<file path="config.mk">
export PLATFORM = sky130hd
export DESIGN_NAME = pll_supervisor
export DESIGN_NICKNAME = d
export VERILOG_FILES = /design/src/rtl/pll_supervisor.sv
export SDC_FILE = /design/constraint.sdc
export NUM_CORES = 1
export LEC_CHECK = 0
export ABC_CLOCK_PERIOD_IN_PS = 2100
export CAP_MARGIN = 0
export CORE_UTILIZATION = 58
export CTS_CLUSTER_SIZE = 16
export DETAILED_ROUTE_END_ITERATION = 7
export PLACE_DENSITY_LB_ADDON = 0.08
export SETUP_SLACK_MARGIN = 0.4
export SLEW_MARGIN = 30
export SYNTH_ARGS = -nofsm -noshare
export SYNTH_HDL_FRONTEND = slang
export SYNTH_SLANG_ARGS = --single-unit
</file>
<file path="constraint.sdc">
create_clock -name init_clk -period 2.1 [get_ports init_clk]
set_input_delay 0.42 -clock init_clk [delete_from_list [all_inputs] [get_ports init_clk]]
set_output_delay 0.42 -clock init_clk [all_outputs]
set_load 0.02 [all_outputs]
</file>
<file path="src/rtl/pll_supervisor.sv">
// rtl/pll_supervisor.sv - per-channel PLL bring-up, lock debounce, retry and relock supervisor
// One independent FSM per channel; user_rst is released only when every channel is locked.
module pll_supervisor #(
  parameter int         N_PLL        = 1,
  parameter int         RST_HOLD     = 16,
  parameter int         LOCK_TIMEOUT = 65535,
  parameter int         LOCK_STABLE  = 256,
  parameter int         MAX_RETRY    = 3,
  parameter logic [5:0] ICPSEL_BASE  = 6'd16,
  parameter logic [5:0] ICPSEL_STEP  = 6'd4,
  parameter logic [2:0] LPFRES_INIT  = 3'd2
) (
  input  logic                 init_clk,
  input  logic                 reset,
  input  logic                 enable,
  input  logic [N_PLL-1:0]     pll_lock,
  output logic [N_PLL-1:0]     pll_rst,
  output logic [6*N_PLL-1:0]   icpsel,
  output logic [3*N_PLL-1:0]   lpfres,
  output logic [N_PLL-1:0]     locked,
  output logic [N_PLL-1:0]     fail,
  output logic [4*N_PLL-1:0]   relock_cnt,
  output logic                 all_locked,
  output logic                 user_rst
);

  typedef enum logic [2:0] {
    S_IDLE, S_RST, S_WAIT, S_STABLE, S_LOCKED, S_FAIL
  } state_t;

  localparam int HW = $clog2(RST_HOLD) + 1;
  localparam int TW = $clog2(LOCK_TIMEOUT) + 1;
  localparam int SW = $clog2(LOCK_STABLE) + 1;
  localparam int RW = $clog2(MAX_RETRY) + 1;
  localparam logic [HW-1:0] HOLD_LAST  = HW'(RST_HOLD - 1);
  localparam logic [TW-1:0] TO_LAST    = TW'(LOCK_TIMEOUT - 1);
  localparam logic [SW-1:0] STAB_LAST  = SW'(LOCK_STABLE - 1);
  localparam logic [RW-1:0] RETRY_LAST = RW'(MAX_RETRY);

  logic [N_PLL-1:0]   sync1_q, lock_s_q;
  logic [3*N_PLL-1:0] lpfres_q;
  logic               all_locked_q, user_rst_q;

  always_ff @(posedge init_clk or posedge reset) begin
    if (reset) begin
      sync1_q      <= '0;
      lock_s_q     <= '0;
      lpfres_q     <= {N_PLL{LPFRES_INIT}};
      all_locked_q <= 1'b0;
      user_rst_q   <= 1'b1;
    end else begin
      sync1_q      <= pll_lock;
      lock_s_q     <= sync1_q;
      lpfres_q     <= lpfres_q;
      all_locked_q <= &locked;
      user_rst_q   <= ~(&locked);
    end
  end

  assign lpfres     = lpfres_q;
  assign all_locked = all_locked_q;
  assign user_rst   = user_rst_q;

  for (genvar g = 0; g < N_PLL; g++) begin : g_ch
    state_t          state_q, state_d;
    logic [HW-1:0]   hold_q, hold_d;
    logic [TW-1:0]   to_q, to_d;
    logic [SW-1:0]   stab_q, stab_d;
    logic [RW-1:0]   retry_q, retry_d;
    logic [5:0]      icp_q, icp_d;
    logic [3:0]      rcnt_q, rcnt_d;
    logic [6:0]      icp_sum;
    logic            lock_s;
    logic            pll_rst_q, locked_q, fail_q;

    assign lock_s  = lock_s_q[g];
    assign icp_sum = {1'b0, icp_q} + {1'b0, ICPSEL_STEP};

    always_comb begin
      state_d = state_q;
      hold_d  = hold_q;
      to_d    = to_q;
      stab_d  = stab_q;
      retry_d = retry_q;
      icp_d   = icp_q;
      rcnt_d  = rcnt_q;
      // Dropping enable wins over every other transition, including a relock count.
      if (!enable) begin
        state_d = S_IDLE;
        hold_d  = '0;
        to_d    = '0;
        stab_d  = '0;
        retry_d = '0;
        icp_d   = ICPSEL_BASE;
      end else begin
        case (state_q)
          S_IDLE: begin
            state_d = S_RST;
            hold_d  = '0;
          end
          S_RST: begin
            to_d = '0;
            if (hold_q == HOLD_LAST) state_d = S_WAIT;
            else                     hold_d  = hold_q + 1'b1;
          end
          S_WAIT, S_STABLE: begin
            to_d = to_q + 1'b1;
            if (to_q == TO_LAST) begin
              if (retry_q == RETRY_LAST) begin
                state_d = S_FAIL;
              end else begin
                state_d = S_RST;
                hold_d  = '0;
                retry_d = retry_q + 1'b1;
                icp_d   = icp_sum[6] ? 6'd63 : icp_sum[5:0];
              end
            end else if (state_q == S_WAIT) begin
              if (lock_s) begin
                state_d = S_STABLE;
                stab_d  = '0;
              end
            end else if (!lock_s) begin
              state_d = S_WAIT;
            end else if (stab_q == STAB_LAST) begin
              state_d = S_LOCKED;
            end else begin
              stab_d = stab_q + 1'b1;
            end
          end
          S_LOCKED: begin
            if (!lock_s) begin
              state_d = S_RST;
              hold_d  = '0;
              retry_d = '0;
              rcnt_d  = (rcnt_q == 4'd15) ? rcnt_q : rcnt_q + 4'd1;
            end
          end
          S_FAIL:  state_d = S_FAIL;
          default: state_d = S_IDLE;
        endcase
      end
    end

    // Outputs are registered from the next state so they change on the transition edge.
    always_ff @(posedge init_clk or posedge reset) begin
      if (reset) begin
        state_q   <= S_IDLE;
        hold_q    <= '0;
        to_q      <= '0;
        stab_q    <= '0;
        retry_q   <= '0;
        icp_q     <= ICPSEL_BASE;
        rcnt_q    <= '0;
        pll_rst_q <= 1'b1;
        locked_q  <= 1'b0;
        fail_q    <= 1'b0;
      end else begin
        state_q   <= state_d;
        hold_q    <= hold_d;
        to_q      <= to_d;
        stab_q    <= stab_d;
        retry_q   <= retry_d;
        icp_q     <= icp_d;
        rcnt_q    <= rcnt_d;
        pll_rst_q <= (state_d == S_IDLE) || (state_d == S_RST) || (state_d == S_FAIL);
        locked_q  <= (state_d == S_LOCKED);
        fail_q    <= (state_d == S_FAIL);
      end
    end

    assign pll_rst[g]         = pll_rst_q;
    assign locked[g]          = locked_q;
    assign fail[g]            = fail_q;
    assign icpsel[6*g +: 6]   = icp_q;
    assign relock_cnt[4*g +: 4] = rcnt_q;
  end

endmodule

</file>
==> results of run 1 <==
stage by stage:
step / hold slack, ns / util [%]
2_1_floorplan: 0.331 / -
3_3_place_gp: 0.332 / 68.4
3_5_place_dp: 0.347 / 68.4
4_1_cts: 0.366 / 76.7
5_1_grt: 0.386 / 81.3
6_report: 0.360 / 81.3
per-layer routing:
layer	global-route usage (%)	vias to the layer above	part of all wire, %
met2	48.4	113	50
met5	0	-	0
met4	9.15	0	1.7
li1	-	1224	-
met1	35.5	1292	43
met3	4.86	14	5.2
worst max-delay path: stages (launching register included):
cell      delay [ns]
dfrtp_2         0.43
nand4_4         0.17
or4_4           0.63
nor3_4          0.19
buf_6           0.17
nand3b_1        0.08
o211a_1         0.14
cell families after synthesis:
family                   after synthesis  synth area share (%)
AO/OA/AOI/OAI                         88                  19.4
XOR/XNOR                               6                  1.84
adder cells (fa/ha/maj)               10                  4.39
buffers and inverters                 29                  4.43
flip-flops                            53                  46.6
multiplexers                           2                 0.790
other                                  2                 0.263
AND/OR/NAND/NOR                      118                  22.2
what timing repair did:
| action | 4_1_cts | 5_1_grt |
|---|---|---|
| endpoints found under the hold margin | 0 | 0 |
| buffers inserted | 22 | 5 |
| cloned | 1 | 0 |
| pin swaps | 21 | 14 |
| endpoints found under the setup margin | 49 | 36 |
| resized for setup | 42 | 42 |
layout make-up:
class / count / area, um2
clock buffers: 7 / 96.3
clock inverters: 1 / 5.00
flip-flops and latches: 53 / 1340
multi-input cells: 228 / 1740
repair buffers: 61 / 524
well taps: 67 / 83.8
fillers: 272 / 885
inverters: 14 / 56.3
flip-flops by register name, indices dropped and copies added (netlist names):
signal        cells
pll_rst           1
relock_cnt        4
locked            1
fail              1
sync1_q           1
g_ch.hold_q       5
icpsel            5
user_rst          1
g_ch.stab_q       9
g_ch.retry_q      3
g_ch.lock_s       1
g_ch.state_q      3
g_ch.to_q        17
all_locked        1
cell usage after synthesis, drive strengths merged, types with 4 or more instances:
library cell / instances
dfrtp: 50
o21ai: 37
nor3: 5
buf: 6
nand3: 21
nand4: 10
nand2b: 8
nand2: 33
and3: 6
inv: 14
ha: 10
o41ai: 4
clkbuf: 9
xnor2: 4
o31ai: 7
nor2b: 7
nor2: 17
a31oi: 6
a21oi: 11
o21a: 5
worst max-delay path by stage:
| stage | end | slack (ns) | cells after the start |
|---|---|---|---|
| floorplan | g_ch[0].hold_q[0] | 0.24 | 7 |
| global placement | g_ch[0].stab_q[7] | 0.10 | 8 |
| detailed placement | g_ch[0].hold_q[2] | 0.05 | 4 |
| CTS | g_ch[0].hold_q[0] | 0.23 | 9 |
| global route | icpsel[3] | 0.10 | 8 |
| finish | icpsel[3] | 0.17 | 6 |
power by group through the flow:
stage	Clock, mW	Sequential, mW	Combinational, mW
final	0.611	1.03	0.111
after global routing	0.662	1.03	0.122
after CTS	0.628	1.03	0.104
after detailed placement	0	1.05	0.0933
after global placement	0	1.05	0.0917
after floorplan	0	1.05	0.0641
==> impl_metrics.csv, run 1 <==
group,metric,value,unit
logic_synthesis,synth_cells,308,
detailed_routing,firstDrtPassIters,5,
logic_synthesis,yosys-top-cells-area,"dfrtp_1 44%, o21ai_0 5.8%, ha_1 4.4%",
detailed_routing,drc,0,
logic_synthesis,avgSynthCellArea,9.26,um2
clock_network,cts_buffers,5,
clock_network,cts-hold-fix-buffers,0,
floorplanning,pin_count,22,
pwr,max-vdd-ir-drop,329,uV
detailed_routing,viasPerCell,6.13,
clock_network,cts_buffer_depth,2,
pwr,p_int,1.36,mW
global_route,antenna_found_initial,0,
timing,tightest_slew,0.509,ns
logic_synthesis,yosysSeqAreaShare,46.6,%
detailed_routing,avgRoutedWirePerCell,16.6,um
global_route,grt_pass1_vias,2449,
worst_hold_path,min_from,"sync1_q",
logic_synthesis,synth_top_flop_cell,"dfrtp_1",
logic_synthesis,synth_top_area_share,43.9,%
flow_run,cap_violations,0,
detailed_routing,drt_iter0_drc,173,
clock_network,clkTransAtPathRegs,0.09,ns
worst_hold_path,hold_depth,0,
placed_design,routabilityCongestion,0.817,
placed_design,post-place-ws,0.0514,ns
layout,most-common-layout-cells,"46 x dfrtp_1, 37 x buf_4, 27 x nand2_1",
global_route,grt_pass1_wl,11.2,mm
logic_synthesis,yosysTopAreaCell,"dfrtp_1",
pwr,p_per_area,456,mW/mm2
global_route,grt.overflow.total,0,
placed_design,io_buffers,18,
timing,rsz0062_at_grt,"yes",
pwr,switchingPower,0.390,mW
floorplanning,rows,25,
layout,final_common_cell,"dfrtp_1",
pwr,p_clk_share,34.9,%
layout,drive_gt1_share,32.7,%
timing,fin_crit_sh,92.1,%
timing,fmax,0.517,GHz
logic_synthesis,yosysWarnings,0,
worst_setup_path,setup.worst_path.class,"flip-flop to flip-flop",
global_route,grt_max_degree,31,
timing,relSlewSlack,65.8,%
clock_network,cts_tree,"done",
layout,syn_to_final_growth,34.6,%
worst_setup_path,r2r_slack,0.17,ns
global_route,grt_usage,27.9,%
layout,nets,377,
worst_setup_path,r2r_end,"icpsel[3]",
worst_hold_path,holdPathEnd,"g_ch[0].lock_s",
timing,finalSetupTns,0,ns
timing,hold_viol,0,
floorplanning,die_y,72.1,um
timing,skew,0.0108,ns
worst_setup_path,reg2reg_depth,6,
pwr,power,1.75,mW
clock_network,clk_latency,0.30,ns
worst_setup_path,crit_start,"g_ch[0].to_q[4]",
worst_setup_path,crit_fanout,8,
clock_network,cts_root_buf,"clkbuf_8",
logic_synthesis,yosysUniqueCellTypes,52,
worst_hold_path,hold_class,"flip-flop to flip-flop",
layout,diodes,0,
layout,final_area,0.00384,mm2
floorplanning,start_util,60.4,%
timing,finalWorstSetupSlack,0.166,ns
logic_synthesis,ys_seq_elements,53,
logic_synthesis,synth_async_sr_flop_share,100,%
logic_synthesis,synth-edff-count,0,
clock_network,ctsHtreeMaxLevel,2,
floorplanning,die_w,72.1,um
timing,drv_slew,0,
pwr,switching_share,22.3,%
placed_design,place_inst,395,
layout,stdcell_count,431,
worst_setup_path,start_kind,"flip-flop",
pwr,p_leak,1.71,nW
timing,finalSetupViolCount,0,
logic_synthesis,synth_area,0.00285,mm2
floorplanning,core,0.00472,mm2
detailed_routing,num_vias,2643,
pwr,p_comb_share,6.4,%
worst_setup_path,critical_path_arrival,2.12,ns
run_status,status,"complete, no violations",
timing,finalCriticalPeriod,1.93,ns
placed_design,hpwl,4.16,mm
floorplanning,dieArea,0.00520,mm2
pwr,seq_power_share,58.7,%
placed_design,post_dp_cell_area,0.00323,mm2
detailed_routing,ant_nets,0,
worst_setup_path,crit_required,2.29,ns
clock_network,clock_sinks,53,
worst_setup_path,r2r-start,"g_ch[0].to_q[4]",
worst_setup_path,critPathCaptureType,"flip-flop",
detailed_routing,wl,7.16,mm
Note: power is estimated with default switching activity, not from simulation.
==> run 2: changes to the inputs <==
CTS_CLUSTER_DIAMETER = 200   (was unset)
==> results of run 2 <==
Final layout, timing and power as in run 1 (identical DEF).
